--- src/rtl/serial_target_receiver.sv ---
// Mode-0 serial target: synchronises sck/cs_n/mosi into clk, deserialises mosi into
// words and shifts a transmit word out on miso, MSB first.
module serial_target_receiver #(
    parameter int DATA_WIDTH  = 8,
    parameter int SYNC_STAGES = 2
) (
    input  logic                  clk,
    input  logic                  rst_n,
    input  logic                  sck,
    input  logic                  cs_n,
    input  logic                  mosi,
    output logic                  miso,
    output logic                  miso_oe,
    output logic [DATA_WIDTH-1:0] rx_data,
    output logic                  rx_valid,
    input  logic [DATA_WIDTH-1:0] tx_data,
    input  logic                  tx_valid,
    output logic                  tx_ack,
    output logic                  busy,
    output logic                  frame_abort
);
    // state  | meaning
    // IDLE   | no frame; sck edges ignored, miso released
    // ACTIVE | frame selected; shifting rx/tx on sck edges

    localparam int CW = $clog2(DATA_WIDTH);
    localparam logic [CW-1:0] LAST = CW'(DATA_WIDTH - 1);

    typedef enum logic {IDLE, ACTIVE} state_t;

    state_t                  state;
    logic [SYNC_STAGES-1:0]  sck_sync;
    logic [SYNC_STAGES-1:0]  cs_sync;
    logic [SYNC_STAGES-1:0]  mosi_sync;
    logic [SYNC_STAGES-1:0]  fill;
    logic                    sck_q;
    logic                    armed;
    logic                    sck_s;
    logic                    cs_s;
    logic                    mosi_s;
    logic                    sck_rise;
    logic                    sck_fall;
    logic [CW-1:0]           bit_cnt;
    logic [DATA_WIDTH-1:0]   rx_shift;
    logic [DATA_WIDTH-1:0]   tx_shift;

    assign sck_s    = sck_sync[SYNC_STAGES-1];
    assign cs_s     = cs_sync[SYNC_STAGES-1];
    assign mosi_s   = mosi_sync[SYNC_STAGES-1];
    assign sck_rise = sck_s & ~sck_q;
    assign sck_fall = ~sck_s & sck_q;
    assign miso     = miso_oe & tx_shift[DATA_WIDTH-1];

    // armed only sets once a genuine pin sample of cs_n high has reached the
    // end of the chain, so a frame interrupted by reset is not re-entered
    // until cs_n has gone high and low again.
    always_ff @(posedge clk or negedge rst_n) begin
        if (!rst_n) begin
            sck_sync  <= '0;
            cs_sync   <= '1;
            mosi_sync <= '0;
            fill      <= '0;
            sck_q     <= 1'b0;
            armed     <= 1'b0;
        end else begin
            sck_sync  <= {sck_sync[SYNC_STAGES-2:0], sck};
            cs_sync   <= {cs_sync[SYNC_STAGES-2:0], cs_n};
            mosi_sync <= {mosi_sync[SYNC_STAGES-2:0], mosi};
            fill      <= {fill[SYNC_STAGES-2:0], 1'b1};
            sck_q     <= sck_s;
            if (fill[SYNC_STAGES-1] && cs_s)
                armed <= 1'b1;
        end
    end

    always_ff @(posedge clk or negedge rst_n) begin
        if (!rst_n) begin
            state       <= IDLE;
            busy        <= 1'b0;
            miso_oe     <= 1'b0;
            bit_cnt     <= '0;
            rx_shift    <= '0;
            tx_shift    <= '0;
            rx_data     <= '0;
            rx_valid    <= 1'b0;
            tx_ack      <= 1'b0;
            frame_abort <= 1'b0;
        end else begin
            rx_valid    <= 1'b0;
            tx_ack      <= 1'b0;
            frame_abort <= 1'b0;
            case (state)
                IDLE: begin
                    if (armed && !cs_s) begin
                        state   <= ACTIVE;
                        busy    <= 1'b1;
                        miso_oe <= 1'b1;
                        bit_cnt <= '0;
                        if (tx_valid) begin
                            tx_shift <= tx_data;
                            tx_ack   <= 1'b1;
                        end else begin
                            tx_shift <= '0;
                        end
                    end
                end
                ACTIVE: begin
                    // cs_n release wins over any sck edge seen in the same clk
                    if (cs_s) begin
                        state    <= IDLE;
                        busy     <= 1'b0;
                        miso_oe  <= 1'b0;
                        bit_cnt  <= '0;
                        rx_shift <= '0;
                        if (bit_cnt != '0)
                            frame_abort <= 1'b1;
                    end else if (sck_rise) begin
                        rx_shift <= {rx_shift[DATA_WIDTH-2:0], mosi_s};
                        if (bit_cnt == LAST) begin
                            bit_cnt  <= '0;
                            rx_data  <= {rx_shift[DATA_WIDTH-2:0], mosi_s};
                            rx_valid <= 1'b1;
                        end else begin
                            bit_cnt <= bit_cnt + CW'(1);
                        end
                    end else if (sck_fall) begin
                        if (bit_cnt == '0) begin
                            if (tx_valid) begin
                                tx_shift <= tx_data;
                                tx_ack   <= 1'b1;
                            end else begin
                                tx_shift <= '0;
                            end
                        end else begin
                            tx_shift <= {tx_shift[DATA_WIDTH-2:0], 1'b0};
                        end
                    end
                end
                default: state <= IDLE;
            endcase
        end
    end

endmodule

--- config.mk ---
export PLATFORM = sky130hd
export DESIGN_NAME = serial_target_receiver
export DESIGN_NICKNAME = d
export VERILOG_FILES = /design/src/rtl/serial_target_receiver.sv
export SDC_FILE = /design/constraint.sdc
export NUM_CORES = 1
export LEC_CHECK = 0
export ABC_AREA = 1
export CORE_MARGIN = 4
export CORE_UTILIZATION = 56
export CTS_CLUSTER_DIAMETER = 40
export DETAILED_ROUTE_END_ITERATION = 7
export PLACE_DENSITY = 0.79
export SLEW_MARGIN = 20
export SYNTH_ARGS = -nofsm -noshare
export SYNTH_HDL_FRONTEND = slang
export SYNTH_SLANG_ARGS = --single-unit
export TNS_END_PERCENT = 50
--- constraint.sdc ---
create_clock -name clk -period 2 [get_ports clk]
set_input_delay 0.3 -clock clk [delete_from_list [all_inputs] [get_ports clk]]
set_output_delay 0.3 -clock clk [all_outputs]
set_load 0.1 [all_outputs]
# After elaboration in Yosys (flattened, before gate mapping)
# Cells that the tools add are included.
[totals]
mem_count = 0
rom_bits = 0
inputBits = 14
reg_bits = 41
output_inout_bits = 14
latch_bits = 0
ram_bits = 0
wordCells = 75
[op_classes]
add_sub_neg = 1
n_eq_ne = 7
order_cmp = 0
bitwise_logic = 7
n_mul = 0
mux = 34
n_div = 0
n_shift = 0
reduce_logical = 11
[op_table]
columns = ["op", "count"]
rows = [
  ["two-way mux 8 bit", 6],
  ["two-way mux 1 bit", 17],
  ["case mux 8 bit (2 select lines)", 1],
  ["two-way mux 7 bit", 2],
  ["two-way mux 3 bit", 4],
  ["AND reduction 4 bit", 2],
  ["!= test 2 bit, second input constant", 3],
  ["case mux 1 bit (2 select lines)", 3],
  ["case mux 3 bit (2 select lines)", 1],
  ["AND reduction 2 bit", 3],
  ["!= test 2 x 1 -> 1 bit, second input constant", 2],
  ["inverter 1 bit", 4],
  ["adder 3 x 1 -> 3 bit, second input constant", 1],
  ["AND 1 bit", 3],
  ["== test 3 bit, second input constant", 1],
  ["logical NOT 3 bit", 1],
  ["!= test 3 x 1 -> 1 bit, second input constant", 1],
  ["nonzero test 3 bit", 1],
  ["logical AND 1 bit", 2],
  ["nonzero test 2 bit", 1],
  ["logical NOT 1 bit", 1],
]

# Longest topological paths before layout
# Gate-level depths: netlist of run 1.
[logic_depth]
word_depth = 6
ltp_mapped = 7
depth_no_buf = 7

# Least setup slack after synthesis of run 1
# OpenSTA, ideal clock, no wires.
[synth_path]
path_kind = "register to output"
from = "register busy (netlist name)"
to = "output port miso"
required_time_ps = 1700
stages_incl_launch_ff = 3
slack_ps = 39
arrival_ps = 1661
path_cell_list = "dfrtp_1 -> nand2_1 -> inv_1"
[synth_lines]
columns = ["element", "line", "text"]
rows = [
  ["to (decl)", "12", "output logic miso,"],
]

# Worst setup path in the final report of run 1
[layout_path]
from = "register state"
to = "register bit_cnt[1]"
[layout_between]
elab_chain_cells = 3
[layout_rtl]
columns = ["element", "line", "text"]
rows = [
  ["from (decl)", "31", "state_t state;"],
  ["from (signal assigned)", "78", "state <= IDLE;"],
  ["from (signal assigned)", "95", "state <= ACTIVE;"],
  ["from (signal assigned)", "110", "state <= IDLE;"],
  ["inverter 1 bit", "n/a", ""],
  ["!= test 2 bit (no line)", "n/a", ""],
  ["AND reduction 2 bit (no line)", "n/a", ""],
  ["to (signal assigned)", "124", "bit_cnt <= bit_cnt + CW'(1);"],
  ["to (decl)", "43", "logic [CW-1:0] bit_cnt;"],
]
# Parallel ways exist; a longest one is shown, timed or not.
# A chain may end at the register's enable or synchronous reset.

==> results of run 1 <==
cell usage after synthesis, drive strengths merged (2+ instances only):
library cell and count:
nand2 54, dfrtp 39, inv 20, nand3 11, nor2 11, a21oi 8
nand3b 7, o21ai 7, buf 5, o22ai 5, ha 3, nor3 3
dfstp 2
power by group through the flow:
stage,registers (mW),clock network [mW],logic (mW)
after floorplan,0.958,0,0.163
after global placement,0.932,0,0.264
after detailed placement,0.933,0,0.273
after CTS,0.918,0.433,0.276
after global routing,0.926,0.470,0.304
final,0.919,0.424,0.272
path summary, 6_finish.rpt:
| kind | from | endpoint | slack, ns | depth (start not counted) |
|---|---|---|---|---|
| min in group asynchronous | rst_n | rx_data[6] | 0.50 | 3 |
| worst min register to register | cs_sync[0] | cs_sync[1] | 0.37 | 0 |
| worst max register to register | state | bit_cnt[1] | 0.32 | 5 |
| max in group asynchronous | rst_n | cs_sync[1] | 1.13 | 3 |
| worst max-delay path | state | bit_cnt[1] | 0.32 | 5 |
| worst min-delay path | cs_n | cs_sync[0] | 0.34 | 1 |
per-layer routing:
metal	GRT usage, %	vias up
met3	4.04	7
met1	22.5	598
li1	-	638
met2	30.7	27
met5	0	-
met4	8.89	0
metrics by stage:
stage,cell area [µm²],hold WS [ns],utilization [%],instances,setup WS [ns]
floorplan,1750,0.00441,-,180,0.0394
global placement,2000,0.334,66.2,247,0.501
detailed placement,2000,0.343,66.2,247,0.352
CTS,2070,0.323,68.5,256,0.340
global route,2070,0.318,68.5,256,0.174
finish,2070,0.335,68.5,256,0.323
final cells by class:
type | count | share of cell area (%)
clock buffers | 5 | 1.81
clock inverters | 3 | 1.09
inverters | 20 | 3.62
multi-input cells | 114 | 29.3
flip-flops and latches | 41 | 49.6
well taps | 44 | 2.66
repair buffers | 29 | 11.9
kinds of logic after synthesis:
family	count (synthesis)	synth area share [%]
and+or+nand+nor	87	24.6
DFF	41	58.8
buffers and inverters	25	6.44
AOI/OAI and AO/OA	23	7.80
adders and majority gates	3	2.15
other	1	0.215
sequential cells by signal, summed over array words and instances, names as in the netlist:
name,count
sck_sync,2
rx_data,8
state,1
rx_shift,7
sck_q,1
tx_shift,8
cs_sync,2
busy,1
bit_cnt,3
fill,2
tx_ack,1
mosi_sync,2
frame_abort,1
rx_valid,1
armed,1
==> impl_metrics.csv, run 1 <==
group,metric,value,unit
run_status,run_status,"finished clean",
sta,grt_setup_unrepaired,"no",
global_routing,track_usage,18.4,%
final_layout,layout.cells.most_common,"sky130_fd_sc_hd__nand2_1",
final_layout,final.fill_count,240,
clocking,number_of_buffers_inserted_by_hold_repair_at_cts,1,
final_layout,most_used_cells_in_the_layout_excluding_fill_and_tap_cells,"sky130_fd_sc_hd__nand2_1 (51), sky130_fd_sc_hd__dfrtp_1 (39), sky130_fd_sc_hd__inv_1 (18)",
drt,drcViolationCount,0,
drt,post_drt_via_cell_ratio,4.96,
synthesis,count_of_flip_flops_with_a_built_in_enable_after_synthesis,0,
setup_path,timing.critical_path.from_type,"flop",
setup_path,timing.critical_path.max_delay_family,"simple AND/OR/NAND/NOR gates",
setup_path,worst_setup_path_end_kind,"flop",
final_layout,sequential_cell_area,1030,µm²
clocking,clock_latency_reported_for_the_late_side_of_the_worst_skew_pair,0.36,ns
drt,route.met2.wl,1540,µm
setup_path,cp_common_cell,"sky130_fd_sc_hd__nand2_1",
sta,clock.fmax,596,MHz
sta,skew,0.00768,ns
floorplanning,die_width,63.9,µm
final_layout,multiInputGateArea,607,µm²
drt,routed-wl-met3,137,µm
power_and_ir_drop,irDropWorstVdd,458,µV
synthesis,post_synth_top_area_cell,"sky130_fd_sc_hd__dfrtp_1",
power_and_ir_drop,cellInternalPower,1.11,mW
synthesis,avgSynthCellArea,9.71,µm²
global_routing,grt_antenna_before_repair,0,
synthesis,synthesis.instances,180,
power_and_ir_drop,clock_share_of_power,26.2,%
placed_design,post_dp_hpwl,2290,µm
setup_path,worst_ep_required_time,2.26,ns
floorplanning,top_level_port_count,28,
final_layout,antenna_cells_inserted,0,
final_layout,post_route_cells_drive_above_1_share,17.9,%
synthesis,net_count_after_synthesis,197,
sta,report.final.slew_viol_count,0,
synthesis,yosysWarnings,0,
power_and_ir_drop,pwr-share-comb,16.9,%
power_and_ir_drop,p_leak,1.09,nW
floorplanning,floorplan_die_area,4080,µm²
synthesis,synthTopCellsByArea,"sky130_fd_sc_hd__dfrtp_1 (56%), sky130_fd_sc_hd__nand2_1 (11%), sky130_fd_sc_hd__inv_1 (3.9%), sky130_fd_sc_hd__dfstp_2 (3.0%), sky130_fd_sc_hd__nand3b_1 (3.0%)",
global_routing,grt_first_pass_wirelength,5810,µm
drt,ant_nets,0,
floorplanning,start_util,57.7,%
placed_design,port_buffers,27,
clocking,path_clk_slew,0.13,ns
sta,final-hold-violation-count,0,
sta,report.final.setup_viol,0,
sta,relSlewSlack,59.2,%
drt,detail_route.wl_per_cell,12.5,µm
drt,dr.max_layer_used,"met4",
clocking,cts_buffers,5,
sta,fin_crit,1.68,ns
power_and_ir_drop,finalPower,1.61,mW
drt,detail_route.iter0.violations,104,
clocking,clock_tree_from_tritoncts,"yes",
setup_path,timing.critical_path.fanout_max,16,
setup_path,crit_slowest_cell,"sky130_fd_sc_hd__dfrtp_1",
drt,route.vias.total,1270,
synthesis,yosys.cell_types.count,29,
synthesis,synth_top_flop_cell,"sky130_fd_sc_hd__dfrtp_1",
floorplanning,coreArea,3030,µm²
sta,worst_slew_pin_slew,0.612,ns
drt,final_wirelength,3190,µm
power_and_ir_drop,power_density,779,nW/µm²
global_routing,largest_net_degree_at_the_start_of_global_routing,42,
drt,detailedRoute.firstPassIterationCount,4,
global_routing,grt-ovfl-total,0,
clocking,clock_tree.htree_level_count,2,
setup_path,max_stage_delay,0.75,ns
floorplanning,die_y,63.9,µm
hold_path,holdCritPathClass,"in2reg",
floorplanning,placementRows,20,
synthesis,synthArstFlopShare,100,%
synthesis,synth_largest_type_area_fraction,55.8,%
flow_run,cap_violations,0,
setup_path,worstPathArrival,1.94,ns
setup_path,timing_worst_setup_path_type,"reg2reg",
clocking,cts.repair.resized,0,
sta,share_of_the_clock_period_used_by_the_worst_path,83.8,%
clocking,clock-sinks,41,
clocking,root_buffer,"sky130_fd_sc_hd__clkbuf_4",
clocking,cts_buffer_depth,2,
placed_design,finalWeightedCongestion,0.818,
synthesis,syn-cell-area,1750,µm²
final_layout,nets,228,
drt,drt-met1-wl,1450,µm
synthesis,synth-seq-area-share,58.8,%
setup_path,crit_path_cell_trace,"nand2_1 -> nand2_1 -> nor2_1 -> nand2_1 -> nand2_1",
power_and_ir_drop,net-switching-power,0.506,mW
power_and_ir_drop,p_sw_share,31.3,%
power_and_ir_drop,seq_power_share,56.9,%
global_routing,grt_pass1_vias,1337,
final_layout,areaGrowthSynthToFinish,18.6,%
setup_path,worst-path-buf-inv,0,
clocking,post-cts-setup-buffers,0,
sta,fin_tns_setup,0,ns
synthesis,synth-seq-cells,41,
Note: power is estimated with default switching activity, not from simulation.
==> inputs of run 2 (changes only) <==
--- a/config.mk
+++ b/config.mk
@@ -7,10 +7,10 @@
 export LEC_CHECK = 0
 export ABC_AREA = 1
 export CORE_MARGIN = 4
-export CORE_UTILIZATION = 56
+export CORE_UTILIZATION = 47
 export CTS_CLUSTER_DIAMETER = 40
 export DETAILED_ROUTE_END_ITERATION = 7
-export PLACE_DENSITY = 0.79
+export PLACE_DENSITY = 0.7
 export SLEW_MARGIN = 20
 export SYNTH_ARGS = -nofsm -noshare
 export SYNTH_HDL_FRONTEND = slang
==> constraint.sdc (replaced) <==
create_clock -name clk -period 1.4 [get_ports clk]
set_input_delay 0.21 -clock clk [delete_from_list [all_inputs] [get_ports clk]]
set_output_delay 0.21 -clock clk [all_outputs]
set_load 0.1 [all_outputs]
==> run 2 against run 1 <==
  * First-iteration DRC count is 61% lower
  * Hold slack better by 0.0013 ns
  * Die area is 17% higher
  * Critical path type is now reg2out
  * Cell count is 3.5% higher
  * Highest routed layer unchanged
  * Count of clock-buffer cells in the layout stayed put
  * Clock skew is 0.0040 ns lower
  * Setup slack worse by 0.28 ns
==> impl_metrics.csv, run 2 (synthesis gave the netlist of run 1 again) <==
group,metric,value,unit
final_layout,sequential_cell_area,1030,µm²
final_layout,reg_top3,"rx_data: 8 flops, tx_shift: 8 flops, rx_shift: 7 flops",
drt,final_wirelength,3430,µm
final_layout,layout.cells.most_common,"sky130_fd_sc_hd__nand2_1",
final_layout,finalInstanceArea,2450,µm²
final_layout,multiInputGateArea,667,µm²
power_and_ir_drop,irDropWorstVdd,838,µV
sta,final-hold-violation-count,0,
power_and_ir_drop,cellInternalPower,2.17,mW
setup_path,timing.reg2reg.setup_slack,0.08,ns
drt,ant_nets,0,
global_routing,grt_first_pass_wirelength,5780,µm
drt,post_drt_via_cell_ratio,4.95,
global_routing,largest_net_degree_at_the_start_of_global_routing,25,
final_layout,final.fill_count,258,
drt,drcViolationCount,0,
sta,clock.fmax,736,MHz
hold_path,whs_path_depth,1,
placed_design,finalWeightedCongestion,0.765,
power_and_ir_drop,p_leak,1.20,nW
hold_path,holdCritPathClass,"in2reg",
sta,report.final.slew_viol_count,0,
placed_design,port_buffers,27,
floorplanning,coreArea,3470,µm²
power_and_ir_drop,power_density,1180,nW/µm²
floorplanning,die_y,69.0,µm
floorplanning,die_width,69.0,µm
sta,fin_crit,1.36,ns
global_routing,grt_antenna_before_repair,0,
placed_design,preCtsSetupSlack,-0.0306,ns
final_layout,post_route_cells_drive_above_1_share,25.6,%
setup_path,r2r_end,"rx_data[3]",
clocking,path_clk_slew,0.08,ns
setup_path,crit_path_cell_trace,"nand2_4 -> clkinvlp_4 -> buf_12",
drt,route.vias.total,1312,
setup_path,crit_slowest_cell,"sky130_fd_sc_hd__dfrtp_4",
power_and_ir_drop,clock_share_of_power,37.9,%
power_and_ir_drop,seq_power_share,45.5,%
setup_path,worst_setup_path_end_kind,"output port",
run_status,run_status,"finished clean",
sta,skew,0.00371,ns
drt,detail_route.iter0.violations,41,
final_layout,areaGrowthSynthToFinish,40.2,%
placed_design,placed_area,2240,µm²
setup_path,crit-reg2reg-launch,"bit_cnt[0]",
hold_path,worstHoldEndpoint,"cs_sync[0]",
setup_path,worst_r2r_path_depth,5,
clocking,root_buffer,"sky130_fd_sc_hd__clkbuf_8",
clocking,clock_tree_from_tritoncts,"yes",
global_routing,track_usage,16.8,%
setup_path,worst_ep_required_time,1.19,ns
setup_path,timing_worst_setup_path_type,"reg2out",
sta,report.final.setup_viol,0,
sta,final.setup.worst_slack,0.0405,ns
setup_path,max_stage_delay,0.52,ns
final_layout,post_layout_nonfiller_instances,265,
floorplanning,start_util,50.4,%
global_routing,grt_pass1_vias,1286,
sta,fin_tns_setup,0,ns
clocking,clock_tree.htree_level_count,2,
setup_path,worstPathArrival,1.15,ns
hold_path,holdCritStartpoint,"cs_n",
clocking,clock-sinks,41,
clocking,clock_latency_reported_for_the_late_side_of_the_worst_skew_pair,0.28,ns
global_routing,grt-ovfl-total,0,
sta,share_of_the_clock_period_used_by_the_worst_path,97.1,%
sta,grt_setup_unrepaired,"yes",
floorplanning,placementRows,21,
final_layout,most_used_cells_in_the_layout_excluding_fill_and_tap_cells,"sky130_fd_sc_hd__nand2_1 (48), sky130_fd_sc_hd__dfrtp_1 (37), sky130_fd_sc_hd__inv_1 (17)",
floorplanning,floorplan_die_area,4760,µm²
final_layout,nets,235,
clocking,cts_buffer_depth,2,
flow_run,cap_violations,0,
placed_design,placedCellCount,254,
power_and_ir_drop,p_sw_share,25.3,%
drt,detailedRoute.firstPassIterationCount,4,
placed_design,post_dp_hpwl,2530,µm
setup_path,timing.critical_path.fanout_max,4,
setup_path,timing.critical_path.from_type,"flop",
drt,detail_route.wl_per_cell,13.0,µm
power_and_ir_drop,net-switching-power,0.733,mW
final_layout,antenna_cells_inserted,0,
floorplanning,top_level_port_count,28,
clocking,cts_buffers,5,
power_and_ir_drop,pwr-share-comb,16.6,%
-- run 2: power groups by stage --
| stage | Combinational, mW | Clock, mW | Sequential (mW) |
|---|---|---|---|
| after floorplan | 0.235 | 0 | 1.37 |
| after global placement | 0.449 | 0 | 1.33 |
| after detailed placement | 0.463 | 0 | 1.34 |
| after CTS | 0.470 | 1.12 | 1.32 |
| after global routing | 0.528 | 1.18 | 1.33 |
| final | 0.482 | 1.10 | 1.32 |
-- run 2: metrics by stage --
stage	power (mW)	util, %	hold WS [ns]
after detailed placement	1.80	64.5	0.183
after CTS	2.91	69.4	0.332
after global routing	3.04	70.7	0.315
after floorplan	1.61	-	-0.0856
after global placement	1.78	64.5	0.167
final	2.90	70.7	0.336
-- run 2: what timing repair did --
action,4_1_cts,5_1_grt
endpoints found under the hold margin,16,0
endpoints found under the setup margin,5,25
pin swaps,1,2
cloned,1,0
gates resized for setup,3,10
buffers inserted,0,1
hold buffers,1,0
-- run 2: critical path: cells and delay by family (launching register included) --
kind | cells | cell delay (ns)
flops | 1 | 0.52
buf+inv | 2 | 0.26
simple gates | 1 | 0.09
-- run 2: worst max-delay path by stage --
stage                          start         end  slack (ns)
after global routing      bit_cnt[0]  rx_data[1]       -0.03
final                           busy        miso        0.04
after global placement    bit_cnt[0]  rx_data[1]        0.09
after CTS                       busy        miso       0.002
after detailed placement  bit_cnt[0]  rx_data[2]       -0.03
after floorplan                 busy        miso       0.005
-- run 2: cell type report --
| cell class | count | share of cell area, % |
|---|---|---|
| well taps | 46 | 2.35 |
| clock inverters | 3 | 2.65 |
| repair buffers | 35 | 19.6 |
| clock buffers | 5 | 2.81 |
| multi-input cells | 115 | 27.2 |
| flip-flops and latches | 41 | 42.2 |
| inverters | 20 | 3.22 |
-- run 2: metal layers --
metal	up-vias	global-route usage, %	routed length [µm]
li1	649	-	-
met1	636	21.1	1530
met5	-	0	0
met2	25	27.4	1770
met3	2	4.86	112
met4	0	6.57	22
==> inputs of run 3 (changes only) <==
--- a/config.mk
+++ b/config.mk
@@ -7,10 +7,10 @@
 export LEC_CHECK = 0
 export ABC_AREA = 1
 export CORE_MARGIN = 4
-export CORE_UTILIZATION = 47
+export CORE_UTILIZATION = 52
 export CTS_CLUSTER_DIAMETER = 40
 export DETAILED_ROUTE_END_ITERATION = 7
-export PLACE_DENSITY = 0.7
+export PLACE_DENSITY = 0.78
 export SLEW_MARGIN = 20
 export SYNTH_ARGS = -nofsm -noshare
 export SYNTH_HDL_FRONTEND = slang
==> constraint.sdc (replaced) <==
create_clock -name clk -period 1.45 [get_ports clk]
set_input_delay 0.2175 -clock clk [delete_from_list [all_inputs] [get_ports clk]]
set_output_delay 0.2175 -clock clk [all_outputs]
set_load 0.1 [all_outputs]
==> run 3 against run 2 <==
  * Critical path depth is the same
  * Via count is 0.84% higher
  * Cell count fell by 1.5%
  * Setup slack better by 0.045 ns
  * Cell area shrank 5.8%
  * Wire length increased by 2.5%
  * Global-route usage up 1.5 points
  * Clock skew is 0.0019 ns higher
  * Hold slack worse by 0.087 ns
  * Count of clock-buffer cells in the layout stayed put
  * Die area decreased by 8.5%
  * Largest power group unchanged
==> impl_metrics.csv, run 3 (synthesis gave the netlist of run 1 again) <==
group,metric,value,unit
run_status,run_status,"finished clean",
power_and_ir_drop,finalPower,2.28,mW
drt,detail_route.wl_per_cell,13.5,µm
drt,post_drt_via_cell_ratio,5.07,
power_and_ir_drop,p_leak,1.13,nW
clocking,cts_buffers,5,
drt,detailedRoute.firstPassIterationCount,4,
drt,drcViolationCount,0,
floorplanning,coreArea,3130,µm²
sta,share_of_the_clock_period_used_by_the_worst_path,94.1,%
final_layout,nets,233,
sta,clock.fmax,733,MHz
global_routing,largest_net_degree_at_the_start_of_global_routing,22,
drt,route.vias.total,1323,
clocking,clock_tree_from_tritoncts,"yes",
clocking,clock_latency_reported_for_the_late_side_of_the_worst_skew_pair,0.36,ns
placed_design,post_dp_hpwl,2450,µm
sta,report.final.setup_viol,0,
final_layout,finalInstanceArea,2310,µm²
final_layout,areaGrowthSynthToFinish,32.1,%
setup_path,worst_setup_path_end_kind,"output port",
power_and_ir_drop,irDropWorstVdd,821,µV
setup_path,worst_ep_required_time,1.23,ns
global_routing,grt-ovfl-total,0,
setup_path,worstPathArrival,1.15,ns
floorplanning,floorplan_die_area,4350,µm²
final_layout,antenna_cells_inserted,0,
flow_run,cap_violations,0,
final_layout,post_route_cells_drive_above_1_share,23.0,%
placed_design,placed_area,2210,µm²
floorplanning,die_y,66.0,µm
floorplanning,die_width,66.0,µm
global_routing,grt_pass1_vias,1275,
drt,ant_nets,0,
sta,final-hold-violation-count,0,
clocking,path_clk_slew,0.12,ns
global_routing,track_usage,18.3,%
sta,report.final.slew_viol_count,0,
placed_design,port_buffers,27,
clocking,root_buffer,"sky130_fd_sc_hd__clkbuf_4",
final_layout,fraction_of_the_core_area_covered_by_cells_at_the_end_of_the_flow,73.8,%
clocking,cts_buffer_depth,2,
sta,skew,0.00558,ns
setup_path,timing.critical_path.from_type,"flop",
clocking,clock-sinks,41,
hold_path,holdCritPathClass,"in2reg",
setup_path,timing.critical_path.fanout_max,2,
power_and_ir_drop,power_density,986,nW/µm²
clocking,clock_tree.htree_level_count,2,
floorplanning,placementRows,20,
drt,final_wirelength,3520,µm
sta,fin_crit,1.36,ns
floorplanning,top_level_port_count,28,
placed_design,finalWeightedCongestion,0.812,
final_layout,layout.cells.most_common,"sky130_fd_sc_hd__nand2_1",
final_layout,most_used_cells_in_the_layout_excluding_fill_and_tap_cells,"sky130_fd_sc_hd__nand2_1 (48), sky130_fd_sc_hd__dfrtp_1 (37), sky130_fd_sc_hd__inv_1 (17)",
global_routing,grt_antenna_before_repair,0,
global_routing,grt_first_pass_wirelength,5920,µm
setup_path,timing_worst_setup_path_type,"reg2out",
drt,detail_route.iter0.violations,88,
final_layout,reg_top3,"rx_data: 8 flops, tx_shift: 8 flops, rx_shift: 7 flops",
floorplanning,start_util,55.9,%
run 3: worst paths after layout:
| path | startpoint | to | slack (ns) | cells past startpoint |
|---|---|---|---|---|
| hold reg to reg | cs_sync[0] | cs_sync[1] | 0.37 | 0 |
| setup reg to reg | bit_cnt[1] | rx_data[5] | 0.10 | 6 |
| setup / recovery | busy | miso | 0.09 | 3 |
| hold / removal | cs_n | cs_sync[0] | 0.25 | 1 |
| min in group asynchronous | rst_n | rx_valid | 0.32 | 2 |
| max in group asynchronous | rst_n | cs_sync[1] | 0.55 | 3 |
run 3: metrics by stage:
step	instances	TNS (ns)	hold WS (ns)	setup WS (ns)
final	261	0	0.249	0.0853
after global routing	261	-0.0528	0.239	-0.0148
after CTS	260	0	0.239	0.0144
after detailed placement	250	0	0.190	0.0334
after global placement	250	0	0.187	0.0686
after floorplan	180	0	-0.0781	0.0206
run 3: area by class of cell:
cell class | count | area (µm²)
Inverter | 20 | 78.8
Fill cell | 226 | 820
Tap cell | 44 | 55.1
Clock buffer | 5 | 37.5
Multi-Input combinational cell | 115 | 636
Clock inverter | 3 | 17.5
Sequential cell | 41 | 1030
Timing Repair Buffer | 33 | 453
run 3: repair_timing:
action,4_1_cts,5_1_grt
cloned,0,1
endpoints found under the setup margin,1,20
hold buffers,1,0
setup buffers,1,0
gates resized for setup,0,6
endpoints found under the hold margin,19,0
run 3: critical path, cell delays in order (launching register included):
cell and delay (ns):
sky130_fd_sc_hd__dfrtp_2 0.44, sky130_fd_sc_hd__nand2_2 0.09, sky130_fd_sc_hd__clkinvlp_4 0.09, sky130_fd_sc_hd__buf_12 0.17
run 3: routing by layer:
| layer | track usage, % | wire length (µm) | vias up |
|---|---|---|---|
| li1 | - | - | 650 |
| met1 | 23.2 | 1550 | 628 |
| met2 | 28.3 | 1710 | 33 |
| met3 | 6.29 | 189 | 12 |
| met4 | 8.12 | 76 | 0 |
| met5 | 0 | 0 | - |
run 3: power by group:
part           leakage, nW  switching, mW  internal (mW)
clock network       0.0310          0.379          0.183
logic                0.575          0.275          0.170
registers            0.527         0.0501           1.22
